File: src/rtl/decoder_fifo.sv
// Two-entry FIFO of 3-bit codes with a one-hot decode of the head entry.
// Define DECODER_SWEEP_EN to add a self-test sweep that pushes codes 0..7 in order.
module decoder_fifo (
    input  logic       clk,
    input  logic       rst_n,
`ifdef DECODER_SWEEP_EN
    input  logic       sweep_start,
    output logic       sweep_busy,
`endif
    input  logic [2:0] din,
    input  logic       din_valid,
    output logic       din_ready,
    output logic [7:0] dout,
    output logic       dout_valid,
    input  logic       dout_ready,
    output logic [1:0] level
);

    logic [2:0] mem [2];
    logic       wr_ptr;
    logic       rd_ptr;
    logic [1:0] level_q;

    logic       sweep_push;
    logic [2:0] sweep_code;
    logic       sweep_active;

    logic       push;
    logic       pop;
    logic [2:0] push_data;

`ifdef DECODER_SWEEP_EN
    typedef enum logic {IDLE, SWEEP} state_t;

    state_t     state_q, state_d;
    logic [2:0] cnt_q, cnt_d;

    always_ff @(posedge clk) begin
        if (!rst_n) begin
            state_q <= IDLE;
            cnt_q   <= 3'd0;
        end else begin
            state_q <= state_d;
            cnt_q   <= cnt_d;
        end
    end

    always_comb begin
        state_d    = state_q;
        cnt_d      = cnt_q;
        sweep_push = 1'b0;
        case (state_q)
            IDLE: begin
                if (sweep_start && (level_q == 2'd0)) begin
                    state_d = SWEEP;
                    cnt_d   = 3'd0;
                end
            end
            SWEEP: begin
                // Stall the sweep while the buffer is full; leave on the push of code 7.
                if (level_q != 2'd2) begin
                    sweep_push = 1'b1;
                    cnt_d      = cnt_q + 3'd1;
                    if (cnt_q == 3'd7) state_d = IDLE;
                end
            end
            default: state_d = IDLE;
        endcase
    end

    assign sweep_code   = cnt_q;
    assign sweep_active = (state_q == SWEEP);
    assign sweep_busy   = sweep_active;
`else
    assign sweep_push   = 1'b0;
    assign sweep_code   = 3'd0;
    assign sweep_active = 1'b0;
`endif

    assign din_ready  = rst_n && (level_q != 2'd2) && !sweep_active;
    assign dout_valid = (level_q != 2'd0);
    assign dout       = dout_valid ? (8'd1 << mem[rd_ptr]) : 8'h00;
    assign level      = level_q;

    // Sweep pushes and external pushes are mutually exclusive (din_ready is low in SWEEP).
    assign push      = sweep_push || (din_valid && din_ready);
    assign pop       = dout_valid && dout_ready;
    assign push_data = sweep_push ? sweep_code : din;

    always_ff @(posedge clk) begin
        if (!rst_n) begin
            wr_ptr  <= 1'b0;
            rd_ptr  <= 1'b0;
            level_q <= 2'd0;
        end else begin
            if (push) begin
                mem[wr_ptr] <= push_data;
                wr_ptr      <= ~wr_ptr;
            end
            if (pop) rd_ptr <= ~rd_ptr;
            level_q <= level_q + {1'b0, push} - {1'b0, pop};
        end
    end

endmodule
File: config.mk
export PLATFORM = sky130hd
export DESIGN_NAME = decoder_fifo
export DESIGN_NICKNAME = d
export VERILOG_FILES = /design/src/rtl/decoder_fifo.sv
export SDC_FILE = /design/constraint.sdc
export NUM_CORES = 1
export LEC_CHECK = 0
export ABC_AREA = 1
export CORE_AREA = 10 10 47 49
export DETAILED_ROUTE_END_ITERATION = 16
export DIE_AREA = 0 0 57 59
export DONT_BUFFER_PORTS = 1
export MAX_ROUTING_LAYER = met4
export PLACE_DENSITY = 0.62
export SLEW_MARGIN = 5
export SYNTH_ARGS = -nofsm -noshare
export SYNTH_HDL_FRONTEND = slang
export SYNTH_SLANG_ARGS = --single-unit
File: constraint.sdc
create_clock -name clk -period 4.08 [get_ports clk]
set_clock_uncertainty 0.2 [all_clocks]
set_input_delay 0.816 -clock clk [delete_from_list [all_inputs] [get_ports clk]]
set_output_delay 0.816 -clock clk [all_outputs]
set_load 0.01 [all_outputs]
* Word-level counts from Yosys, hierarchy flattened
Memory sizes are Yosys's and may differ from the RTL's. A register that Yosys moved wholly into a read port is not among the register bits. Index checks and enable logic that the tools add are counted.
Word-level totals: flip-flop bits (word level) 4, RAM bits 6, output and inout bits 12, memories kept 1
Memory list:
- mem | depth 2, bits a word 3, rd ports 1, clocked after memory_dff 1, wr ports 1, line 19 | logic [2:0] mem [2];
Cells by class: $add $sub $neg 2, eq/ne operators 1, shifts and indexed selects 1, mux-type cells 6, bitwise operators 2, reduce and logical (&&, ||, !) cells 4
Operators with widths (count):
- $mux W8 | 1
- $shl A1 B3 Y8 const A | 1
- $mux W1 | 5
- $logic_and A1 B1 Y1 | 3
- $add A2 B1 Y2 | 1
- $ne A2 B2 Y1 const B | 1
- $not A1 Y1 | 2
- $reduce_bool A2 Y1 | 1
- $sub A2 B1 Y2 | 1

* Logic depth before layout (Yosys ltp)
Gate-level depths: netlist of run 1.
depth after elaboration 6, gate-level depth with buffers 11, mapped depth without buffers 11

* Worst setup path after synthesis of run 1
OpenSTA, ideal clock, no wires.
path type input to output, start in rst_n, end out din_ready, data arrival time 1.116 ns, setup slack 1.948 ns, cell stages on the path 1, cell sequence a21boi_0
On the way: cells in the longest elaborated chain, start to end 1
RTL lines:
- from (decl) | line 5 | input logic rst_n,
- $logic_and A1 B1 Y1 | line 80 | assign din_ready = rst_n && (level_q != 2'd2) && !sweep_active;
- to (decl) | line 12 | output logic din_ready,
Every way passes these cells.

* Final worst setup path of run 1
start reg level_q[1], in the netlist level[1], end out dout[2]
On the way: cells in the longest elaborated chain, start to end 2
RTL lines:
- from (decl) | line 22 | logic [1:0] level_q;
- from (signal assigned) | line 101 | level_q <= level_q + {1'b0, push} - {1'b0, pop};
- $reduce_bool A2 Y1 | line 81 | assign dout_valid = (level_q != 2'd0);
- via dout_valid | line 14 | output logic dout_valid,
- $mux W8 | line 82 | assign dout = dout_valid ? (8'd1 << mem[rd_ptr]) : 8'h00;
- to (decl) | line 13 | output logic [7:0] dout,
The timed path passes the listed nets, and every way through them passes these cells.

==> results.yml, run 1 <==
clock_network:
  cts_tree: "built"
  clk_pin_slew_ns: 0.07
  clk_path_buf_depth: 2
  htreeDepth: 1
  ctsHoldBuffers: 0
  ctsResizeCount: 0
  cts.sinks: 11
  cts_made_buffers: 3
  root_buffer: "clkbuf_4"
  insertion_delay_ns: 0.26
  cts_setup_buffers: 0
run_status:
  status: "finished, final reports clean"
timing:
  tightest_slew_ns: 0.413
  period_needed_ns: 2.39
  period_share: 0.585
  hold_viol_final: 0
  finalSetupTns_ns: 0
  relSlewSlack: 0.722
  finalSetupViolCount: 0
  rsz0062_at_grt: "no"
  fmax_ghz: 0.419
  maxSlewViolCount: 0
finish:
  areaGrowthSynthToFinish_pct: 8.56
  drive_gt1_frac: 0.0395
  num_antenna_cells: 0
  final_net_count: 86
  final_area_sq_um: 587
  final_cells: 92
power:
  ir_drop_uv: 253
  netSwitchingPower_uw: 144
  p_sw_frac: 0.404
  p_int_uw: 213
  power_uw: 357
  combPwrFrac: 0.349
  p_per_area_nw_per_um2: 608
  leakagePower_uw: 0.000281
  p_seq_frac: 0.449
  pwr-share-clk: 0.202
global_route:
  grtUsageTotal: 0.0605
  antenna_found_initial: 0
  grt_pass1_wl_um: 1530
  grt_max_degree: 8
  grt_pass1_vias: 377
  overflow: 0
worst_setup_path:
  crit_start: "level[1]"
  cp.depth: 4
  max_stage_delay_ns: 0.45
  crit_path_end_kind: "output pin"
  worstPathArrival_ns: 1.37
  worstSetupPathType: "reg -> out"
  reg2reg_from: "level[0]"
  crit_chain: "nor2_1 -> inv_1 -> nand3_1 -> nor2_1"
  r2r_slack_ns: 2.21
  r2r-end: "level[1]"
  critPathCapture: "dout[2]"
  cp_data_required_time_ns: 3.06
  cpLargestDelayFamily: "simple AND/OR/NAND/NOR gates"
  critPathMostFrequentCell: "nor2_1"
  cp-start-kind: "flip-flop"
  ff2ff_path_depth: 10
  path_buf_inv: 1
  crit_fanout: 5
  slowest_stage: "dfxtp_1"
routing:
  antenna_left: 0
  wl_per_cell_um: 11.2
  drt_wl_total_um: 1030
  drt-initial-drc-count: 2
  drc_errors: 0
  vias: 404
  drt_first_pass_iters: 3
  viasPerCell: 4.39
synthesis:
  synth_cell_types: 11
  syn_area_sq_um: 541
  syn_inst: 72
  yosysWarningCount: 0
  ys_ff_latch: 11
  synth-seq-area-share: 0.519
  syn_nets: 81
  synth.avg_cell_area_sq_um: 7.51
place:
  place_congestion: 0.702
  port_buffers: 0
  place_area_sq_um: 561
  place_hpwl_um: 862
  placed_cells: 88
floorplan:
  ioPinCount: 19
  coreArea_sq_um: 1400
  initial_core_util: 0.386
  die_area_sq_um: 3360
  fp.dieW_um: 57
  die_h_um: 59
  rows: 14
run:
  maxCapViolations: 0
worst_hold_path:
  hp-class: "reg -> reg"
## worst register-to-register path, stage by stage, from the launching register on
cell	delay (ns)
dfxtp_1	0.44
inv_1	0.08
nand2_1	0.10
nand3_1	0.12
ha_1	0.29
inv_1	0.04
ha_1	0.18
inv_1	0.05
nand2_1	0.05
a21oi_1	0.15
nor2_1	0.07
## cells in the final DEF, fill, tap and decap left out
cell type / instances
nand2_1: 19
inv_1: 16
nor2_1: 16
edfxtp_1: 6
dfxtp_1: 5
nand3_1: 3
clkbuf_4: 3
o21ai_0: 2
ha_1: 2
a21boi_0: 1
nand4_1: 1
a21oi_1: 1
clkbuf_1: 1
## power groups by stage
stage / Clock (uW) / Combinational, uW / Sequential (uW)
after CTS: 75.5 / 128 / 161
after floorplan: 0 / 106 / 158
after global routing: 81.2 / 144 / 164
after global placement: 0 / 123 / 163
after detailed placement: 0 / 127 / 163
final: 72.2 / 125 / 160
## worst min path at each step
stage / endpoint / from / depth (start not counted)
after detailed placement: flip-flop / rd_ptr / 2
after floorplan: flip-flop / rd_ptr / 2
after global routing: rd_ptr / rd_ptr / 2
final: flip-flop / rd_ptr / 2
after CTS: flip-flop / rd_ptr / 2
after global placement: rd_ptr / rd_ptr / 2
## cell type report
type,instances,area [sq um]
fill,159,815
sequential,11,280
multi-input combinational,45,200
inverter,16,60.1
clock buffer,4,26.3
tap,16,20.0
## Yosys cell counts
master     n  area [sq um]
a21oi_1    1          5.00
nand3_1    3          15.0
edfxtp_1   6           180
nand2_1   19          71.3
inv_1     16          60.1
o21ai_0    2          10.0
nor2_1    16          60.1
nand4_1    1          6.26
a21boi_0   1          7.51
dfxtp_1    5           100
ha_1       2          25.0
## flip-flops by register name (all words and copies together) (netlist names), named ones only
name and cells:
level 2, mem 6, rd_ptr 1, wr_ptr 1
## metal layers
| layer | track usage | vias up | wire length (um) |
|---|---|---|---|
| li1 | - | 225 | - |
| met3 | 0.0451 | 2 | 182 |
| met5 | - | - | 0 |
| met4 | 0.0604 | 0 | 10 |
| met2 | 0.0822 | 15 | 424 |
| met1 | 0.0523 | 162 | 415 |
## through the flow
step | worst slack [ns] | util | hold slack (ns)
floorplan | 1.95 | - | 0.267
CTS | 1.65 | 0.419 | 0.310
global placement | 1.89 | 0.400 | 0.280
global route | 1.55 | 0.419 | 0.344
finish | 1.69 | 0.419 | 0.304
detailed placement | 1.87 | 0.400 | 0.290
## logic make-up (layout without fill, tap and decap cells)
family,Yosys count,in the layout,share of synthesized area
DFF,11,11,0.519
AOI/OAI and AO/OA,4,4,0.0417
adders and majority gates,2,2,0.0463
buffers and inverters,16,20,0.111
and+or+nand+nor,39,39,0.282
(Power assumes the default switching activity.)
==> run 2: changes to the inputs <==
clock period = 2.4 ns   (was 4.08 ns; I/O delays follow)
==> run 2 against run 1 <==
  * Setup slack worse by 1.3 ns
  * Utilization unchanged
  * Cell area unchanged
  * Global-route usage up 0.22 points
  * Critical path depth unchanged
  * Die area unchanged
  * Sequential share of layout area unchanged
  * Via count up 1.5%
  * Highest routed layer is now met3
==> results.yml, run 2 (synthesized netlist as in run 1, its figures left out) <==
run_status:
  status: "finished, final reports clean"
clock_network:
  ctsResizeCount: 0
  cts_tree: "built"
  clk_pin_slew_ns: 0.07
  ctsHoldBuffers: 0
  clk_path_buf_depth: 2
  htreeDepth: 1
  root_buffer: "clkbuf_4"
  insertion_delay_ns: 0.26
  cts_setup_buffers: 0
  cts.sinks: 11
  cts_made_buffers: 3
global_route:
  grt_pass1_wl_um: 1640
  grt_pass1_vias: 393
  antenna_found_initial: 0
  overflow: 0
  grtUsageTotal: 0.0628
  grt_max_degree: 8
routing:
  vias: 410
  antenna_left: 0
  viasPerCell: 4.46
  drt_first_pass_iters: 2
  drt-initial-drc-count: 5
  wl_per_cell_um: 10.8
  drt_wl_total_um: 996
  drc_errors: 0
worst_setup_path:
  crit_fanout: 5
  cp_data_required_time_ns: 1.72
  r2r-end: "level[1]"
  max_stage_delay_ns: 0.45
  reg2reg_from: "level[0]"
  crit_path_end_kind: "output pin"
  crit_chain: "nor2_1 -> inv_1 -> nand3_1 -> nor2_1"
  ff2ff_path_depth: 10
  critPathMostFrequentCell: "nor2_1"
  r2r_slack_ns: 0.56
  slowest_stage: "dfxtp_1"
  worstPathArrival_ns: 1.37
  cp-start-kind: "flip-flop"
  worstSetupPathType: "reg -> out"
power:
  p_per_area_nw_per_um2: 1030
  ir_drop_uv: 424
  p_sw_frac: 0.400
  combPwrFrac: 0.350
  pwr-share-clk: 0.198
  netSwitchingPower_uw: 242
  p_int_uw: 362
  leakagePower_uw: 0.000281
  p_seq_frac: 0.453
finish:
  final_common_cell: "nand2_1"
  num_antenna_cells: 0
  largest_reg_flops: 6
  fillCellCount: 162
  layout_common_cells: "nand2_1 (19), inv_1 (16), nor2_1 (16)"
  largest-register: "mem"
  drive_gt1_frac: 0.0395
  areaGrowthSynthToFinish_pct: 8.56
  final_net_count: 86
place:
  post-place-ws_ns: 0.560
  place_congestion: 0.689
  place_hpwl_um: 855
  port_buffers: 0
floorplan:
  coreArea_sq_um: 1400
  die_h_um: 59
  die_area_sq_um: 3360
  rows: 14
  fp.dieW_um: 57
  initial_core_util: 0.386
  ioPinCount: 19
worst_hold_path:
  hp-start: "din[0]"
  hp-class: "in -> reg"
  hold_path_end: "mem[0][0]"
  hold_depth: 0
run:
  maxCapViolations: 0
timing:
  tightest_slew_ns: 0.458
  maxSlewViolCount: 0
  hold_viol_final: 0
  period_share: 0.855
  fmax_ghz: 0.488
  worst_slack_ns: 0.349
  period_needed_ns: 2.05
  finalSetupTns_ns: 0
  rsz0062_at_grt: "no"
  relSlewSlack: 0.692
  finalSetupViolCount: 0
==> run 2: cell counts in the layout (fill, tap and decap cells not counted) <==
Identical to the previous run, type by type.
==> run 2: cell type report <==
type / instances / area, sq um / share of cell area
Sequential cell: 11 / 280 / 0.478
Multi-Input combinational cell: 45 / 200 / 0.341
Inverter: 16 / 60.1 / 0.102
Clock buffer: 4 / 26.3 / 0.0448
Tap cell: 16 / 20.0 / 0.0341
==> run 2: per-stage QoR <==
stage	utilization	power (uW)	std cells	hold WS, ns	area [sq um]
floorplan	-	449	72	0.267	541
global placement	0.400	486	88	0.279	561
detailed placement	0.400	493	88	0.301	561
CTS	0.419	614	92	0.104	587
global route	0.419	672	92	0.0933	587
finish	0.419	604	92	0.113	587
==> run 2: power by group through the flow <==
stage | Sequential, uW | Clock [uW] | Combinational (uW)
final | 273 | 119 | 211
after global routing | 282 | 134 | 256
after floorplan | 269 | 0 | 180
after detailed placement | 278 | 0 | 215
after CTS | 274 | 125 | 215
after global placement | 276 | 0 | 210
==> run 2: routing by layer <==
| metal | part of all wire | global-route usage |
|---|---|---|
| met5 | 0 | - |
| met3 | 0.19 | 0.0558 |
| met1 | 0.40 | 0.0608 |
| met4 | 0 | 0.0403 |
| met2 | 0.41 | 0.0806 |
==> run 2: worst max-delay path, delay by kind of cell, from the launching register on <==
| family | cells | cell delay [ns] |
|---|---|---|
| flops | 1 | 0.45 |
| buf+inv | 1 | 0.15 |
| simple gates | 3 | 0.50 |
==> run 2: worst max path at each step <==
stage | start | endpoint | slack [ns] | cells after the start
global route | level[1] | dout[1] | 0.19 | 4
global placement | level[0] | level[1] | 0.60 | 10
CTS | level[1] | dout[2] | 0.31 | 4
finish | level[1] | dout[2] | 0.35 | 4
floorplan | level[0] | level[1] | 0.70 | 10
detailed placement | level[0] | level[1] | 0.56 | 10
==> run 3: changes to the inputs <==
CTS_BUF_LIST = sky130_fd_sc_hd__clkbuf_4 sky130_fd_sc_hd__clkbuf_8   (was unset)
GPL_TIMING_DRIVEN = 0   (was unset)
==> run 3 against run 2 <==
  * Utilization rose by 0.27 points
  * Sequential share of layout area down 0.30 points
  * Critical path depth is the same
  * Die area unchanged
  * Largest cell class unchanged
  * Worst hold slack lost 0.0026 ns
  * Highest routed layer is now met4
  * Combinational power is essentially flat
  * Largest power group unchanged
==> results.yml, run 3 (synthesized netlist as in run 1, its figures left out) <==
floorplan:
  ioPinCount: 19
  fp.dieW_um: 57
  coreArea_sq_um: 1400
  initial_core_util: 0.386
  die_h_um: 59
  die_area_sq_um: 3360
  rows: 14
clock_network:
  cts_setup_buffers: 0
  insertion_delay_ns: 0.26
  cts_tree: "built"
  clk_path_buf_depth: 2
  cts_made_buffers: 3
  ctsResizeCount: 0
  clk_pin_slew_ns: 0.07
  cts.sinks: 11
  htreeDepth: 1
  root_buffer: "clkbuf_4"
  ctsHoldBuffers: 0
routing:
  antenna_left: 0
  drc_errors: 0
  wl_per_cell_um: 11.0
  viasPerCell: 4.53
  drt_first_pass_iters: 4
  drt-initial-drc-count: 3
  vias: 417
  drt_wl_total_um: 1010
run:
  maxCapViolations: 0
finish:
  final_common_cell: "nand2_1"
  largest-register: "mem"
  largest_reg_flops: 6
  final_net_count: 86
  regArea_sq_um: 280
  fillCellCount: 166
  areaGrowthSynthToFinish_pct: 9.26
  num_antenna_cells: 0
  multi_input_area_sq_um: 200
  layout_common_cells: "nand2_1 (19), inv_1 (16), nor2_1 (16)"
  drive_gt1_frac: 0.0526
worst_hold_path:
  hp-start: "din[2]"
  hold_depth: 0
  hp-class: "in -> reg"
  hold_path_end: "mem[0][2]"
global_route:
  antenna_found_initial: 0
  grt_max_degree: 8
  grt_pass1_wl_um: 1650
  grt_pass1_vias: 386
  grtUsageTotal: 0.0624
  overflow: 0
run_status:
  status: "finished, final reports clean"
timing:
  period_needed_ns: 2.03
  finalSetupTns_ns: 0
  finalSetupViolCount: 0
  relSlewSlack: 0.725
  period_share: 0.845
  hold_viol_final: 0
  rsz0062_at_grt: "no"
  fmax_ghz: 0.493
  tightest_slew_ns: 0.409
  maxSlewViolCount: 0
worst_setup_path:
  worstPathArrival_ns: 1.35
  crit_fanout: 4
  crit_path_end_kind: "output pin"
  worstSetupPathType: "reg -> out"
  r2r-end: "level[1]"
  ff2ff_path_depth: 10
  cp_data_required_time_ns: 1.72
  reg2reg_from: "level[0]"
  r2r_slack_ns: 0.53
  cp-start-kind: "flip-flop"
place:
  place_congestion: 0.691
  place_hpwl_um: 860
  port_buffers: 0
power:
  p_int_uw: 373
  p_per_area_nw_per_um2: 1040
  netSwitchingPower_uw: 242
  combPwrFrac: 0.342
  leakagePower_uw: 0.000285
  power_uw: 615
  ir_drop_uv: 452
  p_seq_frac: 0.443
  pwr-share-clk: 0.215
  p_sw_frac: 0.394
## run 3: changes by cell type in the layout (fill, tap and decap cells not counted)
cell,before,now
clkbuf_1,1,0
clkbuf_4,3,4
## run 3: layer usage
metal | vias up | global-route usage | share of wire
li1 | 228 | - | -
met4 | 0 | 0.0503 | 0.012
met5 | - | - | 0
met3 | 2 | 0.0451 | 0.17
met1 | 171 | 0.0561 | 0.42
met2 | 16 | 0.0884 | 0.40
## run 3: critical path: stages, from the launching register on
cell and delay, ns:
dfxtp_1 0.45, nor2_1 0.08, inv_1 0.15, nand3_1 0.16, nor2_1 0.25
## run 3: power by group through the flow
| stage | logic [uW] | registers (uW) | clock network (uW) |
|---|---|---|---|
| 4_1_cts | 216 | 274 | 139 |
| 3_3_place_gp | 210 | 277 | 0 |
| 3_5_place_dp | 215 | 279 | 0 |
| 5_1_grt | 247 | 279 | 145 |
| 2_1_floorplan | 180 | 269 | 0 |
| 6_report | 211 | 273 | 132 |
## run 3: how the worst max path moves through the flow
stage | startpoint | cells after the start | to | slack [ns]
2_1_floorplan | level[0] | 10 | level[1] | 0.70
3_3_place_gp | level[0] | 10 | level[1] | 0.58
3_5_place_dp | level[0] | 10 | level[1] | 0.53
4_1_cts | level[1] | 4 | dout[3] | 0.32
5_1_grt | level[1] | 4 | dout[2] | 0.20
6_report | level[0] | 4 | dout[3] | 0.37
## run 3: final cells by class
| class | count | area share |
|---|---|---|
| Inverter | 16 | 0.102 |
| Tap cell | 16 | 0.0339 |
| Multi-Input combinational cell | 45 | 0.339 |
| Clock buffer | 4 | 0.0508 |
| Sequential cell | 11 | 0.475 |
## run 3: metrics by stage
step	util	worst slack, ns	cell area (sq um)	std cells	hold WS, ns
after CTS	0.421	0.325	591	92	0.101
after detailed placement	0.400	0.534	561	88	0.287
after global routing	0.421	0.199	591	92	0.0964
final	0.421	0.372	591	92	0.111
after global placement	0.400	0.576	561	88	0.279
after floorplan	-	0.702	541	72	0.267
